## src/rtl/life_pkg.sv

```systemverilog
// Shared types and array geometry for the life array controller slice.
package life_pkg;

  localparam int ROWS      = 16;
  localparam int WIDTH     = 16;
  localparam int ROW_IDX_W = 4;

  typedef enum logic [2:0] {
    IDLE,
    LOAD,
    STEP,
    DUMP_SEL,
    DUMP_OUT
  } ctrl_state_t;

endpackage

```

## src/rtl/life_step_timer.sv

```systemverilog
// Period down-counter: counts while tick is high, pulses expire at zero and reloads itself.
module life_step_timer #(
  parameter int PERIOD = 1024
) (
  input  logic clk,
  input  logic reset,
  input  logic tick,
  input  logic reload,
  output logic expire
);

  localparam int CW = (PERIOD > 2) ? $clog2(PERIOD) : 1;

  logic [CW-1:0] count;

  assign expire = tick && (count == '0);

  // A held tick (tick=0) freezes the count so a paused run resumes where it left off.
  always_ff @(posedge clk or negedge reset) begin
    if (!reset) begin
      count <= CW'(PERIOD - 1);
    end else if (reload || expire) begin
      count <= CW'(PERIOD - 1);
    end else if (tick) begin
      count <= count - 1'b1;
    end
  end

endmodule

```

## src/rtl/life_array_ctrl.sv

```systemverilog
// Initiator-side controller for the life array: row load, generation stepping
// and row-by-row scan-out with change tracking.
module life_array_ctrl #(
  parameter int ROWS        = 16,
  parameter int WIDTH       = 16,
  parameter int STEP_PERIOD = 1024,
  parameter int AUTO_DUMP   = 1,
  parameter int GEN_W       = 16
) (
  input  logic                          clk,
  input  logic                          reset,
  input  logic                          load_start,
  input  logic                          in_valid,
  input  logic [WIDTH-1:0]              in_data,
  output logic                          in_ready,
  input  logic                          run,
  input  logic                          single_step,
  input  logic                          dump_req,
  output logic [WIDTH-1:0]              vali,
  output logic [life_pkg::ROW_IDX_W-1:0] vali_selector,
  output logic                          write_enb,
  output logic                          step,
  output logic [life_pkg::ROW_IDX_W-1:0] valo_selector,
  input  logic [WIDTH-1:0]              valo,
  input  logic [WIDTH-1:0]              valo_prev,
  output logic                          out_valid,
  output logic [WIDTH-1:0]              out_data,
  output logic [life_pkg::ROW_IDX_W-1:0] out_row,
  output logic                          out_changed,
  input  logic                          out_ready,
  output logic                          load_done,
  output logic                          dump_done,
  output logic                          stable,
  output logic [GEN_W-1:0]              gen_count
);

  import life_pkg::*;

  localparam logic [ROW_IDX_W-1:0] LAST_ROW = ROW_IDX_W'(ROWS - 1);

  ctrl_state_t          state;
  logic [ROW_IDX_W-1:0] row;
  logic                 any_changed;
  logic                 row_diff;
  logic                 timer_tick;
  logic                 timer_reload;
  logic                 timer_expire;

  assign row_diff = |(valo ^ valo_prev);

  // Without auto-dump the STEP cycle counts too, so step spacing equals the period exactly.
  assign timer_tick   = run && ((state == IDLE) || ((AUTO_DUMP == 0) && (state == STEP)));
  assign timer_reload = (state == LOAD) && in_valid && in_ready && (row == LAST_ROW);

  life_step_timer #(
    .PERIOD (STEP_PERIOD)
  ) u_timer (
    .clk    (clk),
    .reset  (reset),
    .tick   (timer_tick),
    .reload (timer_reload),
    .expire (timer_expire)
  );

  always_ff @(posedge clk or negedge reset) begin
    if (!reset) begin
      state         <= IDLE;
      row           <= '0;
      any_changed   <= 1'b0;
      in_ready      <= 1'b0;
      vali          <= '0;
      vali_selector <= '0;
      write_enb     <= 1'b0;
      step          <= 1'b0;
      valo_selector <= '0;
      out_valid     <= 1'b0;
      out_data      <= '0;
      out_row       <= '0;
      out_changed   <= 1'b0;
      load_done     <= 1'b0;
      dump_done     <= 1'b0;
      stable        <= 1'b0;
      gen_count     <= '0;
    end else begin
      write_enb <= 1'b0;
      step      <= 1'b0;
      load_done <= 1'b0;
      dump_done <= 1'b0;

      case (state)
        IDLE: begin
          if (load_start) begin
            state     <= LOAD;
            row       <= '0;
            gen_count <= '0;
            in_ready  <= 1'b1;
          end else if (dump_req) begin
            state         <= DUMP_SEL;
            row           <= '0;
            valo_selector <= '0;
            any_changed   <= 1'b0;
          end else if (single_step || timer_expire) begin
            state     <= STEP;
            step      <= 1'b1;
            gen_count <= gen_count + 1'b1;
          end
        end

        LOAD: begin
          if (in_valid && in_ready) begin
            vali          <= in_data;
            vali_selector <= row;
            write_enb     <= 1'b1;
            if (row == LAST_ROW) begin
              in_ready  <= 1'b0;
              load_done <= 1'b1;
              state     <= IDLE;
            end else begin
              row <= row + 1'b1;
            end
          end
        end

        STEP: begin
          if (AUTO_DUMP != 0) begin
            state         <= DUMP_SEL;
            row           <= '0;
            valo_selector <= '0;
            any_changed   <= 1'b0;
          end else begin
            state <= IDLE;
          end
        end

        DUMP_SEL: begin
          out_data    <= valo;
          out_changed <= row_diff;
          out_row     <= row;
          out_valid   <= 1'b1;
          any_changed <= any_changed | row_diff;
          state       <= DUMP_OUT;
        end

        DUMP_OUT: begin
          if (out_ready) begin
            out_valid <= 1'b0;
            if (row == LAST_ROW) begin
              dump_done <= 1'b1;
              stable    <= ~any_changed;
              state     <= IDLE;
            end else begin
              row           <= row + 1'b1;
              valo_selector <= row + 1'b1;
              state         <= DUMP_SEL;
            end
          end
        end

        default: state <= IDLE;
      endcase
    end
  end

endmodule

```

## config.mk

```make
export PLATFORM = sky130hd
export DESIGN_NAME = life_array_ctrl
export DESIGN_NICKNAME = d
export VERILOG_FILES = /design/src/rtl/life_pkg.sv /design/src/rtl/life_step_timer.sv /design/src/rtl/life_array_ctrl.sv
export SDC_FILE = /design/constraint.sdc
export NUM_CORES = 1
export LEC_CHECK = 0
export ABC_AREA = 1
export CORE_UTILIZATION = 40
export DETAILED_ROUTE_END_ITERATION = 12
export PLACE_DENSITY = 0.68
export SETUP_SLACK_MARGIN = 0.15
export SLEW_MARGIN = 20
export SYNTH_ARGS = -nofsm -noshare
export SYNTH_HDL_FRONTEND = slang
export SYNTH_SLANG_ARGS = --single-unit
```

## constraint.sdc

```tcl
create_clock -name clk -period 4 [get_ports clk]
set_input_delay 1.2 -clock clk [delete_from_list [all_inputs] [get_ports clk]]
set_output_delay 1.2 -clock clk [all_outputs]
set_load 0.01 [all_outputs]
```

==> flow_summary.toml, run 1 <==
[critical_path]
timing.critical_path.required_ps = 4220
startpoint_type = "input pin"
critical_path.reg2reg.endpoint = "out_data[14]"
critical-path-slowest-cell = "sky130_fd_sc_hd__clkdlybuf4s50_1"
path_class = "input pin to flip-flop"
max_fanout_on_critical_path = 19
r2r_start = "state[0]"
setup.reg_to_reg.worst_slack_ps = 1800
worstPathCellList = "clkdlybuf4s50_1 > nand2_4 > nand2_1 > nor2_1 > nand2_1 > nand2_1 > o21ai_1"
timing.critical_path.buf_inv = 1
rr_worst_depth = 4
delay_heaviest_family_cp = "simple AND/OR/NAND/NOR gates"
worstSetupEndpointType = "flip-flop"
cpMostUsedCell = "sky130_fd_sc_hd__nand2_1"
crit_arrival_ps = 2940
cp.depth = 7
cp_slowest_stage_delay_ps = 770

[timing]
slew_at_the_pin_closest_to_its_max_slew_limit_ps = 919
finalSetupViolations = 0
post-route-period-util = 0.679
clock-skew-final_ps = 6.92
timing.hold.ws_ps = 469
report.final.hold_viol_count = 0
period_needed_ps = 2720
final-max-slew-violation-count = 0
fin_tns_setup_ps = 0
setup_repair_after_global_routing_missed_its_margin = "false"
achievable_frequency_ghz = 0.368
relSlewSlack = 0.384

[place]
place.detailed.instances = 860
detailed_place_hpwl_um = 8170
gp_congestion = 0.863
placement.cell_area_sq_um = 5850
buffer_ports.inserted = 123

[logic_synthesis]
synth_cells = 609
synth_area_leaders = "sky130_fd_sc_hd__dfrtp_1, sky130_fd_sc_hd__nand2_1, sky130_fd_sc_hd__dfstp_2"
postSynthRegisterBits = 86
synth.area.mux_share = 0
synth_flop_cell = "sky130_fd_sc_hd__dfrtp_1"
yosysWarnings = 0
postSynth.asyncResetShare = 1.00
yosys.area_share.xor_xnor = 0.0291
netlist.top_cell.by_area = "sky130_fd_sc_hd__dfrtp_1"
mappedNetlistArea_sq_um = 4520
synth.net_count = 669
synth_largest_type_area_fraction = 0.421
synthSimpleGateAreaFrac = 0.342
compound_gate_portion_of_the_synthesized_area = 0.0645
synthesis.area_per_instance_sq_um = 7.42
main_combinational_cell_family_by_area_after_synthesis = "simple AND/OR/NAND/NOR gates"
synth-adder-area-share = 0.0111
synth-edff-count = 0
synth.lib_cells_used.distinct = 33
synth_seq_area_share = 0.479

[floorplanning]
die-width_um = 108
fp.dieH_um = 108
placeableCoreArea_sq_um = 10900
num_rows = 38
io_pins = 124
effective_utilization_at_floorplan = 0.413
design.die.area_sq_um = 11700

[cts]
postCtsSetupBuffers = 0
cts_root_buffer = "sky130_fd_sc_hd__clkbuf_16"
cts_buffer_depth = 2
numClockSinks = 86
tritoncts = "built"
numCtsBuffers = 9
clkSlewWorstSetupHoldPaths_ps = 60
clock_insertion_delay_worst_skew_ps = 340
htree_levels = 3
postCtsResizedCells = 0
postCtsHoldBufs = 0

[min_path]
class_of_the_tightest_hold_or_removal_check = "flip-flop to flip-flop"
worstHoldPathCells = 2
source_of_the_worst_hold_timing_path = "vali[9]"
hold_ep = "vali[9]"

[drt]
detailedRoute.firstPassIterationCount = 4
initialDrtViolationCount = 152
route.vias.total = 4134
drt_antenna_net_count = 0
detail_route.vias_per_cell = 4.72
wl_final_um = 11000
drc = 0
route.detailed.wl_per_inst_um = 12.5

[global_route]
global_route.overflow_total = 0
global_route_wire_length_before_repair_um = 18300
groute.usage.overall = 0.198
use_met1 = 0.253
globalRouteMet2Util = 0.341
grt_pass1_vias = 3895
grt_start_max_net_pins = 87
grt-busiest-layer = "met2"
use_met3 = 0.0380
antenna_found_initial = 0

[layout]
area_delta_synth_final_pct = 37.3
finish.utilization = 0.567
stdcell_area_sq_um = 6200
drive_gt1_frac = 0.0611
instances_no_fill = 876
design.final.nets = 791
insertedDiodeCount = 0

[power_and_ir_drop]
power_per_cell_area_nw_per_um2 = 630
power.ir.vdd_worst_mv = 0.261
power.leakage_nw = 3.07

[outcome]
run_status = "complete, no violations"

[run]
drv.max_cap_violation_count = 0
## stage by stage
| step | power, mW | worst slack (ps) |
|---|---|---|
| after floorplan | 2.25 | 1930 |
| after global placement | 2.91 | 1050 |
| after detailed placement | 2.96 | 952 |
| after CTS | 3.95 | 1310 |
| after global routing | 4.17 | 1130 |
| final | 3.91 | 1280 |
## kinds of logic (layout without fill, tap and decap cells)
| family | after synthesis | after routing |
|---|---|---|
| flops | 86 | 86 |
| fa+ha+maj | 4 | 4 |
| buf+inv | 81 | 208 |
| xor+xnor | 15 | 15 |
| simple gates | 369 | 369 |
| compound gates | 54 | 54 |
## report_power, final
group | switching (mW) | internal [mW] | leakage [nW]
sequential | 0.214 | 1.20 | 1.08
clock | 0.332 | 0.645 | 0.170
combinational | 0.810 | 0.708 | 1.82
## cell usage in the layout, fill, tap and decap left out
master / instances
sky130_fd_sc_hd__nand4_1: 6
sky130_fd_sc_hd__or2_2: 1
sky130_fd_sc_hd__nor3_1: 2
sky130_fd_sc_hd__inv_1: 65
sky130_fd_sc_hd__clkdlybuf4s50_1: 122
sky130_fd_sc_hd__a21oi_1: 8
sky130_fd_sc_hd__inv_2: 2
sky130_fd_sc_hd__dfrtp_1: 76
sky130_fd_sc_hd__nand3_1: 32
sky130_fd_sc_hd__nand2_1: 243
sky130_fd_sc_hd__buf_6: 1
sky130_fd_sc_hd__ha_1: 4
sky130_fd_sc_hd__o21ai_0: 29
sky130_fd_sc_hd__nor2_1: 67
sky130_fd_sc_hd__xnor2_1: 3
sky130_fd_sc_hd__bufinv_16: 3
sky130_fd_sc_hd__buf_4: 1
sky130_fd_sc_hd__nand3b_1: 1
sky130_fd_sc_hd__o211ai_1: 1
sky130_fd_sc_hd__nor3b_1: 2
sky130_fd_sc_hd__o21bai_1: 4
sky130_fd_sc_hd__nand3_4: 1
sky130_fd_sc_hd__nand3_2: 1
sky130_fd_sc_hd__dfstp_2: 10
sky130_fd_sc_hd__o21ai_1: 9
sky130_fd_sc_hd__a21oi_2: 1
sky130_fd_sc_hd__clkbuf_1: 2
sky130_fd_sc_hd__a211oi_1: 2
sky130_fd_sc_hd__clkinv_1: 1
sky130_fd_sc_hd__xor2_1: 12
sky130_fd_sc_hd__nand2_4: 3
sky130_fd_sc_hd__clkbuf_16: 9
sky130_fd_sc_hd__nor3b_4: 1
sky130_fd_sc_hd__nor2_2: 1
sky130_fd_sc_hd__nand2_2: 6
sky130_fd_sc_hd__clkbuf_8: 2
sky130_fd_sc_hd__nor2_4: 2
## final cells by class
class	count	area, sq um
Clock buffer	13	260
Inverter	68	255
Fill cell	1004	4730
Sequential cell	86	2160
Clock inverter	3	90.1
Timing Repair Buffer	124	1240
Multi-Input combinational cell	442	2020
Tap cell	140	175
## cells in the mapped netlist (3+ instances only)
cell type	count
sky130_fd_sc_hd__nor2_1	67
sky130_fd_sc_hd__a21oi_1	8
sky130_fd_sc_hd__dfrtp_1	76
sky130_fd_sc_hd__xor2_1	12
sky130_fd_sc_hd__o21ai_0	29
sky130_fd_sc_hd__buf_4	3
sky130_fd_sc_hd__xnor2_1	3
sky130_fd_sc_hd__clkbuf_1	4
sky130_fd_sc_hd__nand2_4	3
sky130_fd_sc_hd__buf_2	4
sky130_fd_sc_hd__nand2_1	243
sky130_fd_sc_hd__o21ai_1	9
sky130_fd_sc_hd__o21bai_1	4
sky130_fd_sc_hd__nand4_1	6
sky130_fd_sc_hd__inv_1	66
sky130_fd_sc_hd__nand3_1	32
sky130_fd_sc_hd__nand2_2	6
sky130_fd_sc_hd__ha_1	4
sky130_fd_sc_hd__dfstp_2	10
## registers in the layout, indices dropped and copies added, names as in the netlist, 3 cells and up
name           cells
out_data          16
u_timer.count     10
gen_count         16
valo_selector      4
state              3
row                4
out_row            4
vali_selector      4
vali              16
## routing by layer
layer  share of wire  wire [um]
met5               0          0
met4           0.013        144
met3           0.035        388
met1            0.44       4850
met2            0.51       5600
## tightest hold or removal path: stages, from the launching register on
cell	delay [ps]
sky130_fd_sc_hd__dfrtp_1	340
sky130_fd_sc_hd__nand2_1	50
sky130_fd_sc_hd__nand2_1	50
## worst max path at each step
stage                           from                to
after CTS                 load_start  valo_selector[0]
after global routing      load_start  valo_selector[2]
final                     load_start  valo_selector[0]
after floorplan           load_start            row[2]
after global placement    load_start  valo_selector[3]
after detailed placement  load_start  valo_selector[0]
Power figures use the tool's default switching activity.
==> run 2, diff against run 1 <==
==> constraint.sdc (replaced) <==
create_clock -name clk -period 2.78 [get_ports clk]
set_input_delay 0.834 -clock clk [delete_from_list [all_inputs] [get_ports clk]]
set_output_delay 0.834 -clock clk [all_outputs]
set_load 0.01 [all_outputs]
==> run 2 against run 1 <==
Net effect:
- sequential power is 45% higher
- register-to-register slack worse by 840 ps
- global-route usage is 0.23 points higher
- sequential share of layout area is 0.070 points lower
- setup slack worse by 750 ps
- die area stayed put
- largest power group unchanged
==> flow_summary.toml, run 2 (synthesized netlist as in run 1, its figures left out) <==
[critical_path]
startpoint_type = "flip-flop"
rr_worst_depth = 12
timing.critical_path.required_ps = 1950
critical-path-slowest-cell = "sky130_fd_sc_hd__clkdlybuf4s50_1"
worstSetupEndpointType = "output pin"
r2r_start = "u_timer.count[0]"
delay_heaviest_family_cp = "buffers and inverters"
timing.critical_path.buf_inv = 1
cp_slowest_stage_delay_ps = 590
path_class = "flip-flop to output pin"
critical_path.reg2reg.endpoint = "gen_count[15]"
max_fanout_on_critical_path = 7
setup.reg_to_reg.worst_slack_ps = 960
crit_arrival_ps = 1410
worstPathCellList = "clkdlybuf4s50_1"

[drt]
initialDrtViolationCount = 211
wl_final_um = 11100
drc = 0
route.vias.total = 4101
detail_route.vias_per_cell = 4.67
route.detailed.wl_per_inst_um = 12.7
drt_antenna_net_count = 0
detailedRoute.firstPassIterationCount = 4

[timing]
fin_tns_setup_ps = 0
relSlewSlack = 0.338
final-max-slew-violation-count = 0
slew_at_the_pin_closest_to_its_max_slew_limit_ps = 992
post-route-period-util = 0.809
finalSetupViolations = 0
clock-skew-final_ps = 11.0
post-route-worst-setup-slack_ps = 531
setup_repair_after_global_routing_missed_its_margin = "false"
report.final.hold_viol_count = 0
achievable_frequency_ghz = 0.445
period_needed_ps = 2250

[floorplanning]
num_rows = 38
die-width_um = 108
fp.dieH_um = 108
effective_utilization_at_floorplan = 0.413
design.die.area_sq_um = 11700
io_pins = 124
placeableCoreArea_sq_um = 10900

[place]
buffer_ports.inserted = 123
gp_congestion = 0.876
detailed_place_hpwl_um = 8310
dp_slack_ps = 383

[layout]
insertedDiodeCount = 0
drive_gt1_frac = 0.0650
multi_input_area_sq_um = 2020
top_regs = "gen_count x16, out_data x16, vali x16"
area_delta_synth_final_pct = 37.6
n_fill_cell = 1024
layout.area.seq_sq_um = 2160
layout.cells.most_common_list = "sky130_fd_sc_hd__nand2_1, sky130_fd_sc_hd__clkdlybuf4s50_1, sky130_fd_sc_hd__dfrtp_1, sky130_fd_sc_hd__nor2_1, sky130_fd_sc_hd__inv_1"
design.final.nets = 793
layout.cells.most_common = "sky130_fd_sc_hd__nand2_1"

[power_and_ir_drop]
power.leakage_nw = 3.07
power_per_cell_area_nw_per_um2 = 901
fin_total_pwr_mw = 5.60
power.ir.vdd_worst_mv = 0.510

[cts]
numClockSinks = 86
tritoncts = "built"
postCtsHoldBufs = 0
cts_root_buffer = "sky130_fd_sc_hd__clkbuf_16"
postCtsSetupBuffers = 0
cts_buffer_depth = 2
numCtsBuffers = 9
htree_levels = 3
clkSlewWorstSetupHoldPaths_ps = 60
clock_insertion_delay_worst_skew_ps = 340
postCtsResizedCells = 0

[min_path]
class_of_the_tightest_hold_or_removal_check = "input pin to asynchronous set/reset pin"

[global_route]
antenna_found_initial = 0
grt_start_max_net_pins = 50
grt_pass1_vias = 3922
groute.usage.overall = 0.201
global_route.overflow_total = 0
global_route_wire_length_before_repair_um = 18200

[outcome]
run_status = "complete, no violations"

[run]
drv.max_cap_violation_count = 0
## run 2: cell types whose count changed in the layout (fill, tap and decap cells not counted)
cell / change
sky130_fd_sc_hd__clkinv_1: -1
sky130_fd_sc_hd__buf_4: +2
sky130_fd_sc_hd__clkinvlp_4: +2
sky130_fd_sc_hd__inv_1: +1
sky130_fd_sc_hd__buf_6: -1
sky130_fd_sc_hd__clkbuf_1: -1
sky130_fd_sc_hd__clkbuf_8: -2
sky130_fd_sc_hd__buf_12: +1
sky130_fd_sc_hd__clkinv_2: +1
## run 2: worst max-delay path by stage
stage / startpoint / end / slack (ps) / cells past startpoint
after global placement: in_valid / vali_selector[0] / 460 / 7
after detailed placement: in_valid / vali_selector[1] / 380 / 7
after floorplan: load_start / row[2] / 1070 / 6
after CTS: gen_count[5] / gen_count[5] / 540 / 1
final: gen_count[11] / gen_count[11] / 530 / 1
after global routing: gen_count[11] / gen_count[11] / 490 / 1
## run 2: layer usage
layer | vias up | GRT usage | routed length (um)
met3 | 16 | 0.0452 | 378
met1 | 1886 | 0.251 | 5100
met2 | 62 | 0.337 | 5420
li1 | 2137 | - | -
met5 | - | 0 | 0
met4 | 0 | 0.0782 | 214
## run 2: metrics by stage
step | cell area [sq um] | hold slack (ps) | instances | utilization
global placement | 5880 | 452 | 862 | 0.538
global route | 6220 | 490 | 878 | 0.569
detailed placement | 5880 | 458 | 862 | 0.538
CTS | 6220 | 473 | 878 | 0.569
finish | 6220 | 460 | 878 | 0.569
floorplan | 4520 | 433 | 609 | -
## run 2: final cells by class
type / count / share of cell area
Clock inverter: 6 / 0.0177
Clock buffer: 10 / 0.0368
Multi-Input combinational cell: 442 / 0.325
Sequential cell: 86 / 0.348
Timing Repair Buffer: 126 / 0.203
Tap cell: 140 / 0.0282
Inverter: 68 / 0.0411
## run 2: where the power goes
| part | total [mW] | switching, mW | internal (mW) | leakage [nW] |
|---|---|---|---|---|
| clock | 1.36 | 0.487 | 0.876 | 0.159 |
| sequential | 2.04 | 0.310 | 1.73 | 1.08 |
| combinational | 2.20 | 1.18 | 1.02 | 1.83 |
==> run 3, diff against run 2 <==
--- a/config.mk
+++ b/config.mk
@@ -8,7 +8,7 @@
 export ABC_AREA = 1
 export CORE_UTILIZATION = 40
 export DETAILED_ROUTE_END_ITERATION = 12
-export PLACE_DENSITY = 0.68
+export PLACE_DENSITY = 0.71
 export SETUP_SLACK_MARGIN = 0.15
 export SLEW_MARGIN = 20
 export SYNTH_ARGS = -nofsm -noshare
==> constraint.sdc (replaced) <==
create_clock -name clk -period 1.82 [get_ports clk]
set_input_delay 0.546 -clock clk [delete_from_list [all_inputs] [get_ports clk]]
set_output_delay 0.546 -clock clk [all_outputs]
set_load 0.01 [all_outputs]
==> run 3 against run 2 <==
Net effect:
- cell area is 3.9% higher
- combinational power is 55% higher
- non-clock buffer count is 28 higher
- wire length is 8.7% higher
- first-iteration DRC count is 22% higher
- count of clock-buffer cells in the layout stayed put
- largest cell class unchanged
==> flow_summary.toml, run 3 (synthesized netlist as in run 1, its figures left out) <==
[power_and_ir_drop]
internal_power_of_the_cells_mw = 5.18
power_per_cell_area_nw_per_um2 = 1300
switching_power_mw = 3.20
power.share.sequential = 0.372
switching_part_of_the_total_power = 0.382
power.ir.vdd_worst_mv = 0.608
fin_total_pwr_mw = 8.38
power.clock.fraction = 0.220
power.combinational.fraction = 0.408
power.leakage_nw = 3.42

[drt]
drt_antenna_net_count = 0
wl_final_um = 12100
drc = 0
detailedRoute.firstPassIterationCount = 5
initialDrtViolationCount = 257
route.detailed.wl_per_inst_um = 13.3
route.vias.total = 4342
detail_route.vias_per_cell = 4.79

[run]
drv.max_cap_violation_count = 0

[cts]
htree_levels = 3
numCtsBuffers = 9
clock_insertion_delay_worst_skew_ps = 340
numClockSinks = 86
postCtsHoldBufs = 0
cts_root_buffer = "sky130_fd_sc_hd__clkbuf_16"
tritoncts = "built"
clkSlewWorstSetupHoldPaths_ps = 60
cts_buffer_depth = 2

[layout]
layout.area.seq_sq_um = 2180
design.final.nets = 822
top_regs = "gen_count x16, out_data x16, vali x16"
drive_gt1_frac = 0.138
area_delta_synth_final_pct = 43.0
stdcell_area_sq_um = 6460
layout.cells.most_common_list = "sky130_fd_sc_hd__nand2_1, sky130_fd_sc_hd__dlygate4sd2_1, sky130_fd_sc_hd__dfrtp_1, sky130_fd_sc_hd__inv_1, sky130_fd_sc_hd__nor2_1"
layout.cells.most_common = "sky130_fd_sc_hd__nand2_1"
n_fill_cell = 1006
insertedDiodeCount = 0
multi_input_area_sq_um = 2120
finish.utilization = 0.591

[timing]
setup_repair_after_global_routing_missed_its_margin = "true"
relSlewSlack = 0.678
slew_at_the_pin_closest_to_its_max_slew_limit_ps = 484
final-max-slew-violation-count = 0
achievable_frequency_ghz = 0.609
finalSetupViolations = 0
clock-skew-final_ps = 6.01
timing.hold.ws_ps = 157
post-route-period-util = 0.902
period_needed_ps = 1640
report.final.hold_viol_count = 0
fin_tns_setup_ps = 0

[critical_path]
startpoint_type = "flip-flop"
worstPathCellList = "dlygate4sd2_1"
crit_arrival_ps = 1100
delay_heaviest_family_cp = "flip-flops"
max_fanout_on_critical_path = 7
timing.critical_path.required_ps = 1270
cp_slowest_stage_delay_ps = 450
worstSetupEndpointType = "output pin"
timing.critical_path.buf_inv = 1
critical-path-slowest-cell = "sky130_fd_sc_hd__dfrtp_2"
path_class = "flip-flop to output pin"

[place]
placement.cell_area_sq_um = 6030
detailed_place_hpwl_um = 8790
gp_congestion = 0.833
buffer_ports.inserted = 123

[outcome]
run_status = "complete, no violations"

[global_route]
groute.usage.overall = 0.213
global_route_wire_length_before_repair_um = 19400
grt_start_max_net_pins = 43
grt_pass1_vias = 4155
antenna_found_initial = 0
global_route.overflow_total = 0

[floorplanning]
effective_utilization_at_floorplan = 0.413
placeableCoreArea_sq_um = 10900
num_rows = 38
design.die.area_sq_um = 11700
die-width_um = 108
io_pins = 124
fp.dieH_um = 108

[min_path]
class_of_the_tightest_hold_or_removal_check = "input pin to asynchronous set/reset pin"
==> run 3: cell types whose count changed in the layout (fill, tap and decap cells not counted), sizes merged <==
cell           delta
nand2             +1
dlygate4sd2      +67
clkdlybuf4s50    -69
clkinvlp          -1
buf              +28
bufinv            -2
inv               +2
clkinv            +1
dlymetal6s2s      +2
==> run 3: routing by layer <==
| layer | part of all wire | GRT usage |
|---|---|---|
| met2 | 0.51 | 0.366 |
| met1 | 0.43 | 0.274 |
| met4 | 0.011 | 0.0579 |
| met3 | 0.047 | 0.0386 |
| met5 | 0 | 0 |
==> run 3: what timing repair did <==
item	4_1_cts	5_1_grt
gates resized for setup	76	28
cloned	0	1
pin swaps	1	7
buffers inserted	6	3
setup endpoints to repair	82	55
==> run 3: final timing paths <==
check,cells after the start,to,slack [ps],startpoint
min in group clk,2,vali[8],470,vali[8]
max reg2reg,9,gen_count[1],200,u_timer.count[3]
min,1,vali[11],160,reset
max in group asynchronous,2,gen_count[7],1130,reset
min reg2reg,2,vali[8],470,vali[8]
max,1,gen_count[2],180,gen_count[2]
==> run 3: cell type report <==
| class | instances | area share |
|---|---|---|
| Clock buffer | 10 | 0.0354 |
| Clock inverter | 6 | 0.0107 |
| Inverter | 68 | 0.0395 |
| Multi-Input combinational cell | 443 | 0.329 |
| Sequential cell | 86 | 0.337 |
| Tap cell | 140 | 0.0271 |
| Timing Repair Buffer | 154 | 0.222 |
==> run 3: per-stage QoR <==
| stage | worst slack, ps | std cells |
|---|---|---|
| after floorplan | 217 | 609 |
| after global placement | -114 | 881 |
| after detailed placement | -135 | 881 |
| after CTS | 32.3 | 903 |
| after global routing | 91.4 | 907 |
| final | 178 | 907 |
==> run 3: power by group through the flow <==
stage	combinational [mW]	clock, mW	sequential (mW)
6_report	3.42	1.84	3.12
5_1_grt	3.83	1.96	3.20
4_1_cts	3.28	1.88	3.10
3_5_place_dp	3.51	0	3.14
3_3_place_gp	3.43	0	3.13
2_1_floorplan	1.67	0	3.28
